$ cat src/rtl/dmem_arbiter.sv
// Round-robin arbiter between two requesters for a byte-wide data RAM.
// Each granted access is serialised MSB-first into one RAM byte per cycle, then answered with one response pulse.
module dmem_arbiter #(
  parameter int WIDTH   = 32,
  parameter int ADDR_W  = 17,
  parameter int RR_INIT = 0
) (
  input  logic                   clk,
  input  logic                   rst,
  input  logic [1:0]             req_valid,
  output logic [1:0]             req_ready,
  input  logic [1:0]             req_we,
  input  logic [1:0][2:0]        req_size,
  input  logic [1:0][WIDTH-1:0]  req_addr,
  input  logic [1:0][WIDTH-1:0]  req_wdata,
  output logic [1:0]             rsp_valid,
  output logic [WIDTH-1:0]       rsp_rdata,
  output logic                   rsp_err,
  output logic [ADDR_W-1:0]      mem_addr,
  output logic                   mem_we,
  output logic [7:0]             mem_wdata,
  input  logic [7:0]             mem_rdata,
  output logic                   busy
);

  typedef enum logic [1:0] {IDLE = 2'd0, XFER = 2'd1, RESP = 2'd2} state_t;

  function automatic logic size_ok(input logic [2:0] size);
    return (size >= 3'b001) && (size <= 3'b101);
  endfunction

  // Index of the last byte in the access: W 3, H 1, B 0.
  function automatic logic [1:0] size_last(input logic [2:0] size);
    case (size)
      3'b001:        return 2'd3;
      3'b010, 3'b100: return 2'd1;
      default:       return 2'd0;
    endcase
  endfunction

  function automatic logic [7:0] pick_byte(input logic [31:0] w, input logic [1:0] idx);
    return w[{idx, 3'b000} +: 8];
  endfunction

  function automatic logic [31:0] extend(input logic [31:0] d, input logic [2:0] size);
    case (size)
      3'b010:  return {{16{d[15]}}, d[15:0]};
      3'b100:  return {16'h0000, d[15:0]};
      3'b011:  return {{24{d[7]}}, d[7:0]};
      3'b101:  return {24'h000000, d[7:0]};
      default: return d;
    endcase
  endfunction

  state_t            state_q, state_d;
  logic              gnt_q, gnt_d;
  logic              rr_q, rr_d;
  logic              we_q, we_d;
  logic [2:0]        size_q, size_d;
  logic [1:0]        last_q, last_d;
  logic [1:0]        cnt_q, cnt_d;
  logic [ADDR_W-1:0] addr_q, addr_d;
  logic [31:0]       wdata_q, wdata_d;
  logic [31:0]       data_q, data_d;
  logic [1:0]        rsp_valid_q, rsp_valid_d;
  logic [31:0]       rsp_rdata_q, rsp_rdata_d;
  logic              rsp_err_q, rsp_err_d;
  logic              mem_we_q, mem_we_d;
  logic [ADDR_W-1:0] mem_addr_q, mem_addr_d;
  logic [7:0]        mem_wdata_q, mem_wdata_d;
  logic              busy_q, busy_d;
  logic              gnt;

  // Only the low ADDR_W address bits reach the RAM; the top load byte shifts out unused.
  logic unused_bits;
  assign unused_bits = ^{req_addr[0][WIDTH-1:ADDR_W], req_addr[1][WIDTH-1:ADDR_W], data_q[31:24]};

  assign gnt = (req_valid == 2'b11) ? rr_q : req_valid[1];

  always_comb begin
    state_d     = state_q;
    gnt_d       = gnt_q;
    rr_d        = rr_q;
    we_d        = we_q;
    size_d      = size_q;
    last_d      = last_q;
    cnt_d       = cnt_q;
    addr_d      = addr_q;
    wdata_d     = wdata_q;
    data_d      = data_q;
    rsp_valid_d = 2'b00;
    rsp_rdata_d = 32'h0;
    rsp_err_d   = 1'b0;
    mem_we_d    = 1'b0;
    mem_addr_d  = '0;
    mem_wdata_d = 8'h00;
    req_ready   = 2'b00;

    case (state_q)
      IDLE: begin
        if (req_valid != 2'b00) begin
          req_ready = gnt ? 2'b10 : 2'b01;
          gnt_d     = gnt;
          rr_d      = ~gnt;
          we_d      = req_we[gnt];
          size_d    = req_size[gnt];
          last_d    = size_last(req_size[gnt]);
          addr_d    = req_addr[gnt][ADDR_W-1:0];
          wdata_d   = req_wdata[gnt];
          cnt_d     = 2'd0;
          data_d    = 32'h0;
          if (size_ok(req_size[gnt])) begin
            // First byte is presented on the RAM port right after the accept edge.
            state_d     = XFER;
            mem_we_d    = req_we[gnt];
            mem_addr_d  = req_addr[gnt][ADDR_W-1:0];
            mem_wdata_d = req_we[gnt] ? pick_byte(req_wdata[gnt], size_last(req_size[gnt])) : 8'h00;
          end else begin
            state_d     = RESP;
            rsp_valid_d = gnt ? 2'b10 : 2'b01;
            rsp_err_d   = 1'b1;
          end
        end
      end
      XFER: begin
        if (!we_q) begin
          data_d = {data_q[23:0], mem_rdata};
        end
        if (cnt_q == last_q) begin
          state_d     = RESP;
          rsp_valid_d = gnt_q ? 2'b10 : 2'b01;
          rsp_rdata_d = we_q ? 32'h0 : extend(data_d, size_q);
        end else begin
          cnt_d       = cnt_q + 2'd1;
          mem_we_d    = we_q;
          mem_addr_d  = addr_q + ADDR_W'(cnt_d);
          mem_wdata_d = we_q ? pick_byte(wdata_q, last_q - cnt_d) : 8'h00;
        end
      end
      RESP: begin
        state_d = IDLE;
      end
      default: begin
        state_d = IDLE;
      end
    endcase

    busy_d = (state_d != IDLE);
  end

  always_ff @(posedge clk or posedge rst) begin
    if (rst) begin
      state_q     <= IDLE;
      gnt_q       <= 1'b0;
      rr_q        <= (RR_INIT != 0);
      we_q        <= 1'b0;
      size_q      <= 3'b000;
      last_q      <= 2'd0;
      cnt_q       <= 2'd0;
      addr_q      <= '0;
      wdata_q     <= 32'h0;
      data_q      <= 32'h0;
      rsp_valid_q <= 2'b00;
      rsp_rdata_q <= 32'h0;
      rsp_err_q   <= 1'b0;
      mem_we_q    <= 1'b0;
      mem_addr_q  <= '0;
      mem_wdata_q <= 8'h00;
      busy_q      <= 1'b0;
    end else begin
      state_q     <= state_d;
      gnt_q       <= gnt_d;
      rr_q        <= rr_d;
      we_q        <= we_d;
      size_q      <= size_d;
      last_q      <= last_d;
      cnt_q       <= cnt_d;
      addr_q      <= addr_d;
      wdata_q     <= wdata_d;
      data_q      <= data_d;
      rsp_valid_q <= rsp_valid_d;
      rsp_rdata_q <= rsp_rdata_d;
      rsp_err_q   <= rsp_err_d;
      mem_we_q    <= mem_we_d;
      mem_addr_q  <= mem_addr_d;
      mem_wdata_q <= mem_wdata_d;
      busy_q      <= busy_d;
    end
  end

  assign rsp_valid = rsp_valid_q;
  assign rsp_rdata = rsp_rdata_q;
  assign rsp_err   = rsp_err_q;
  assign mem_we    = mem_we_q;
  assign mem_addr  = mem_addr_q;
  assign mem_wdata = mem_wdata_q;
  assign busy      = busy_q;

endmodule

$ cat config.mk
export PLATFORM = sky130hd
export DESIGN_NAME = dmem_arbiter
export DESIGN_NICKNAME = d
export VERILOG_FILES = /design/src/rtl/dmem_arbiter.sv
export SDC_FILE = /design/constraint.sdc
export NUM_CORES = 1
export LEC_CHECK = 0
export BUFFER_PORTS_ARGS = -buffer_cell sky130_fd_sc_hd__clkbuf_2
export CORE_MARGIN = 2
export CORE_UTILIZATION = 30
export DETAILED_ROUTE_END_ITERATION = 12
export GPL_ROUTABILITY_DRIVEN = 0
export GPL_TIMING_DRIVEN = 0
export PLACE_DENSITY_LB_ADDON = 0.05
export SYNTH_ARGS = -nofsm -noshare
export SYNTH_HDL_FRONTEND = slang
export SYNTH_SLANG_ARGS = --single-unit
$ cat constraint.sdc
create_clock -name clk -period 8.8 [get_ports clk]
set_input_delay 0.88 -clock clk [delete_from_list [all_inputs] [get_ports clk]]
set_output_delay 0.88 -clock clk [all_outputs]
set_load 0.02 [all_outputs]
==> impl_metrics.ini, run 1 <==
[clock_tree]
post_cts_resize_count = 0
htree_num_levels = 4
clkLatencyLatePin_ns = 0.44
clk_root_buffer_cell = clkbuf_16
clkTransAtPathRegs_ns = 0.07
clock-sinks = 155
clk_path_buf_depth = 2
hold_buffers = 0
tritoncts = yes
cts_post_setup_buffers_inserted = 0
cts_made_buffers = 17

[timing]
drv_slew = 0
finClkSkew_ns = 0.0152
period_minus_slack_ns = 3.46
hold_viol_final = 0
setup_ws_ns = 5.34
hold_slack_ns = 0.443
rsz0062_at_grt = no
worst_pin_slew_ns = 0.930
fin_crit_sh_pct = 39.3
fin_tns_setup_ns = 0
finalSetupViolCount = 0
fmax_mhz = 289
relSlewSlack_pct = 37.5

[final_layout]
final_cell_count_no_fill = 1268
fin_nets = 1083
fin_util_pct = 38.5
layout-drive-gt1-share_pct = 26.3
synthToLayoutAreaGrowth_pct = 25.7
nFillCells = 2520
antenna_cells = 0

[drt]
totalWireLength_mm = 24.5
drc = 0
ant_nets = 0
firstDrtPassIters = 5
routed_via_density = 5.02
wl_per_cell_um = 19.3
first_iter_violations = 323
vias = 6368

[power]
p_leak_nw = 4.54
irDropWorstVdd_uv = 110
powerDensity_nw_per_um2 = 348

[global_route]
grt_max_degree = 108
grtUsageTotal_pct = 19.2
grt_overflow = 0
antenna_found_initial = 0
grt_pass1_wl_mm = 38.4
first_global_vias = 6549

[yosys]
synth.most_common_cell = dfrtp_1
synth_area_um2 = 7500
synthArstFlopShare_pct = 100
syn_nets = 886
synth-edff-count = 0
avgSynthCellArea_um2 = 10.2
ys_seq_area_share_pct = 51.7
yosysWarnings = 0
synthTopCellsByArea = dfrtp_1 52%, mux2i_1 6.8%, nand2_1 5.0%, a22o_1 4.1%, nor2_1 2.6%
yosysTopAreaCell = dfrtp_1
ys.flop_type = dfrtp_1
synthDistinctLibCells = 53
synth_common_cells = 155 x dfrtp_1, 99 x nand2_1, 52 x nor2_1
ys_seq_elements = 155
synth_top_area_share_pct = 51.7
synthCells = 734

[critical_path]
cp-end-kind = output pin
arrival_ns = 2.58
crit_fanout = 10
critPathRequiredTime_ns = 7.92
rrSetupSlack_ns = 6.24
critical_path_class = input pin to output pin
start_kind = input pin

[floorplan]
die_w_um = 162
rows = 57
dieArea_um2 = 26300
die_y_um = 162
core_um2 = 24500
ios = 212
start_util_pct = 30.7

[run]
maxCapViolCount = 0

[run_status]
status = complete, no violations

[place]
placed_cells = 1236
dp_hpwl_mm = 17.5
io_buffer_count = 177
place_ws_ns = 5.31

[min_path]
hold_class = input pin to async pin
[worst paths after layout]
check	startpoint	to	cells past startpoint
max reg2reg	rr_q$_DFFE_PP0P_	mem_wdata[2]$_DFF_PP0_	6
max	req_valid[0]	req_ready[1]	7
min reg2reg	gnt_q$_DFFE_PP0P_	rsp_valid[0]$_DFF_PP0_	1
min	rst	wdata_q[19]$_DFFE_PP0P_	2
min in group clk	gnt_q$_DFFE_PP0P_	rsp_valid[0]$_DFF_PP0_	1
max in group asynchronous	rst	mem_addr[5]$_DFF_PP0_	3
[registers in the layout, summed over array words and instances (netlist names), 2 cells and up]
name       flops
mem_addr      17
addr_q        17
size_q         3
cnt_q          2
rsp_valid      2
mem_wdata      8
wdata_q       32
last_q         2
data_q        32
state_q        2
rsp_rdata     32
[cells by family after synthesis]
kind of cell	after synthesis	synth area share [%]
buffers and inverters	56	3.14
xor gates and xnor gates	22	2.77
DFF	155	51.7
adders and majority gates	4	0.767
muxes	66	9.06
AOI/OAI and AO/OA	205	18.6
and+or+nand+nor	226	13.9
[layout make-up]
class / count / area [um2] / area share (%)
repair buffers: 178 / 913 / 9.69
plain buffers: 50 / 213 / 2.26
flip-flops and latches: 155 / 3880 / 41.1
clock inverters: 15 / 174 / 1.84
multi-input cells: 523 / 3390 / 35.9
well taps: 324 / 405 / 4.30
inverters: 6 / 30.0 / 0.319
clock buffers: 17 / 425 / 4.51
[cell usage in the layout, fill, tap and decap left out, types with 6 or more instances in the layout]
| cell type | Yosys | routed |
|---|---|---|
| clkbuf_2 | 0 | 177 |
| dfrtp_1 | 155 | 155 |
| nand2_1 | 99 | 99 |
| nor2_1 | 52 | 52 |
| mux2i_1 | 51 | 51 |
| a21oi_1 | 35 | 35 |
| a22o_1 | 35 | 35 |
| clkbuf_1 | 32 | 32 |
| o21ai_0 | 29 | 29 |
| a31oi_1 | 22 | 22 |
| o22ai_1 | 20 | 20 |
| nor2b_1 | 17 | 17 |
| clkbuf_16 | 0 | 17 |
| a22oi_1 | 16 | 16 |
| mux2_2 | 15 | 15 |
| buf_2 | 14 | 14 |
| xor2_1 | 12 | 12 |
| o31ai_1 | 11 | 11 |
| nand3_1 | 8 | 8 |
| xnor2_1 | 8 | 8 |
| and3_1 | 8 | 8 |
| inv_8 | 0 | 7 |
| a21o_1 | 7 | 7 |
| nand2b_1 | 7 | 7 |
| a211oi_1 | 6 | 6 |
| nand4_1 | 6 | 6 |
| or3_1 | 6 | 6 |
[power breakdown]
group	switching, W	total [W]	internal [W]	leakage [nW]
Clock	0.000361	0.000745	0.000384	0.287
Combinational	0.000868	0.00139	0.000521	2.24
Sequential	0.000180	0.00115	0.000966	2.01
Total	0.00141	0.00328	0.00187	4.54
[routing by layer]
metal | GRT usage, % | up-vias | routed length, um
met1 | 25.8 | 3113 | 11100
met2 | 32.5 | 165 | 12000
li1 | - | 3064 | -
met4 | 4.99 | 0 | 315
met5 | 0 | - | 0
met3 | 3.06 | 26 | 1050
[per-stage QoR]
step,area [um2],total power (W)
final,9430,0.00328
after floorplan,7500,0.00208
after CTS,9430,0.00333
after global placement,8790,0.00256
after global routing,9430,0.00352
after detailed placement,8830,0.00256
[critical path, cell delays in order]
cell and delay (ns):
clkbuf_2 0.12, nand2b_1 0.07, buf_2 0.22, nand2_1 0.18, nor3_1 0.27, clkbuf_1 0.54
clkbuf_2 0.28
No activity file was read; power rests on OpenSTA's default activity.
==> run 2: changes to the inputs <==
Clock period 8.8 ns to 3.5 ns, I/O delays scaled along.
==> run 2 against run 1 <==
  * Sequential power increased to 2.5 times the previous value
  * Register-to-register slack got worse by 5.3 ns
  * Global-route usage decreased by 0.17 points
  * Critical path depth decreased by 1
  * Clock skew increased by 0.0029 ns
  * Count of clock-buffer cells in the layout unchanged
  * Final cell count increased by 0.32%
  * Total power increased to 2.5 times the previous value
  * Critical endpoint is now req_ready[0]
  * Highest routed layer unchanged
==> impl_metrics.ini, run 2 (same netlist as run 1, synthesis figures left out) <==
[run_status]
status = complete, no violations

[power]
powerDensity_nw_per_um2 = 873
irDropWorstVdd_uv = 331
p_leak_nw = 4.57

[global_route]
use_met1_pct = 26.5
antenna_found_initial = 1
grt_overflow = 0
grtUsageTotal_pct = 19.1
grt_use_met2_pct = 31.3
grt-busiest-layer = met2
grt_max_degree = 37
grt_use_met3_pct = 2.99
grt_pass1_wl_mm = 38.5
first_global_vias = 6622

[timing]
finClkSkew_ns = 0.0181
relSlewSlack_pct = 37.2
fmax_mhz = 338
rsz0062_at_grt = no
fin_crit_sh_pct = 84.4
period_minus_slack_ns = 2.95
finalSetupViolCount = 0
worst_pin_slew_ns = 0.935
drv_slew = 0
hold_viol_final = 0

[drt]
firstDrtPassIters = 8
drc = 0
ant_nets = 0
vias = 6344
routed_via_density = 4.99
totalWireLength_mm = 24.2
first_iter_violations = 390
wl_per_cell_um = 19.1

[critical_path]
timing.critical_path.buf_inv = 3
critPathRequiredTime_ns = 3.15
regToRegEndpoint = mem_wdata[2]$_DFF_PP0_
r2r_cells = 6
path_delay_family = buffers and inverters
cp_slowest_stage_delay_ns = 0.57
rrSetupSlack_ns = 0.91
arrival_ns = 2.60
slowest_stage = clkbuf_1
timing.rr.start = rr_q$_DFFE_PP0P_
crit_fanout = 10
cp-end-kind = output pin
critical_path_class = flip-flop to output pin
start_kind = flip-flop
crit_chain = nor2_1, o21ai_0, clkbuf_1, nor2_1, clkbuf_1, clkbuf_2

[place]
io_buffer_count = 177
place_area_um2 = 8880
dp_hpwl_mm = 17.7

[floorplan]
die_w_um = 162
die_y_um = 162
rows = 57
dieArea_um2 = 26300
core_um2 = 24500
start_util_pct = 30.7
ios = 212

[final_layout]
fin_nets = 1086
final_area_um2 = 9500
nFillCells = 2497
layout-drive-gt1-share_pct = 26.5
final_cell_mix = 177 x clkbuf_2, 155 x dfrtp_1, 99 x nand2_1, 52 x nor2_1, 51 x mux2i_1
layout_commonest_cell = clkbuf_2
synthToLayoutAreaGrowth_pct = 26.7
fin_util_pct = 38.9

[clock_tree]
clock-sinks = 155
clkTransAtPathRegs_ns = 0.07
cts_made_buffers = 17
clkLatencyLatePin_ns = 0.43
post_cts_resize_count = 0
clk_root_buffer_cell = clkbuf_16
clk_path_buf_depth = 2
hold_buffers = 0
cts_post_setup_buffers_inserted = 0
htree_num_levels = 4
tritoncts = yes

[run]
maxCapViolCount = 0

[min_path]
hold_class = input pin to async pin
==> run 2: changes by cell type in the layout (fill, tap and decap cells not counted) <==
cell,previous run,this run
inv_6,2,3
buf_12,0,4
diode_2,0,1
inv_8,7,4
bufinv_16,0,1
buf_16,1,0
clkinv_8,4,5
==> run 2: cell type report <==
type	count	area, um2	area share (%)
Clock buffer	17	425	4.48
Multi-Input combinational cell	523	3390	35.7
Sequential cell	155	3880	40.8
Buffer	50	213	2.24
Clock inverter	15	199	2.09
Inverter	6	26.3	0.276
Antenna cell	1	2.50	0.0263
Tap cell	324	405	4.27
Timing Repair Buffer	181	966	10.2
==> run 2: power by group <==
part	internal, W	total [W]	switching (W)
Combinational	0.00131	0.00348	0.00217
Sequential	0.00243	0.00289	0.000455
Clock	0.00104	0.00193	0.000891
==> run 2: worst register-to-register path: cells and delay by family, from the launching register on <==
kind	cells	cell delay, ns
AO/OA/AOI/OAI	3	1.56
flip-flops	1	0.39
AND/OR/NAND/NOR	2	0.30
buffers and inverters	1	0.22
==> run 2: worst max path at each step <==
stage / startpoint / to / slack (ns) / cells after the start
CTS: state_q[0]$_DFF_PP0_ / req_ready[0] / 0.44 / 6
floorplan: rst / addr_q[0]$_DFFE_PP0P_ / 1.19 / 1
finish: state_q[0]$_DFF_PP0_ / req_ready[0] / 0.55 / 6
detailed placement: req_valid[0] / mem_wdata[7]$_DFF_PP0_ / 0.88 / 8
global route: state_q[0]$_DFF_PP0_ / req_ready[0] / 0.36 / 6
global placement: rst / addr_q[7]$_DFFE_PP0P_ / -0.03 / 2
==> run 2: through the flow <==
step | instances | hold WS, ns | TNS [ns] | worst slack [ns] | power (W)
after CTS | 1271 | 0.0167 | 0 | 0.441 | 0.00841
final | 1272 | 0.00360 | 0 | 0.546 | 0.00829
after detailed placement | 1239 | 0.472 | 0 | 0.881 | 0.00644
after global placement | 1235 | 0.463 | -1.57 | -0.0257 | 0.00645
after global routing | 1272 | 0.0549 | 0 | 0.355 | 0.00889
after floorplan | 734 | 0.438 | 0 | 1.19 | 0.00523
==> run 2: per-layer routing <==
metal / wire length [um] / vias up
li1: - / 3065
met1: 11500 / 3107
met2: 11600 / 155
met3: 915 / 17
met4: 260 / 0
met5: 0 / -
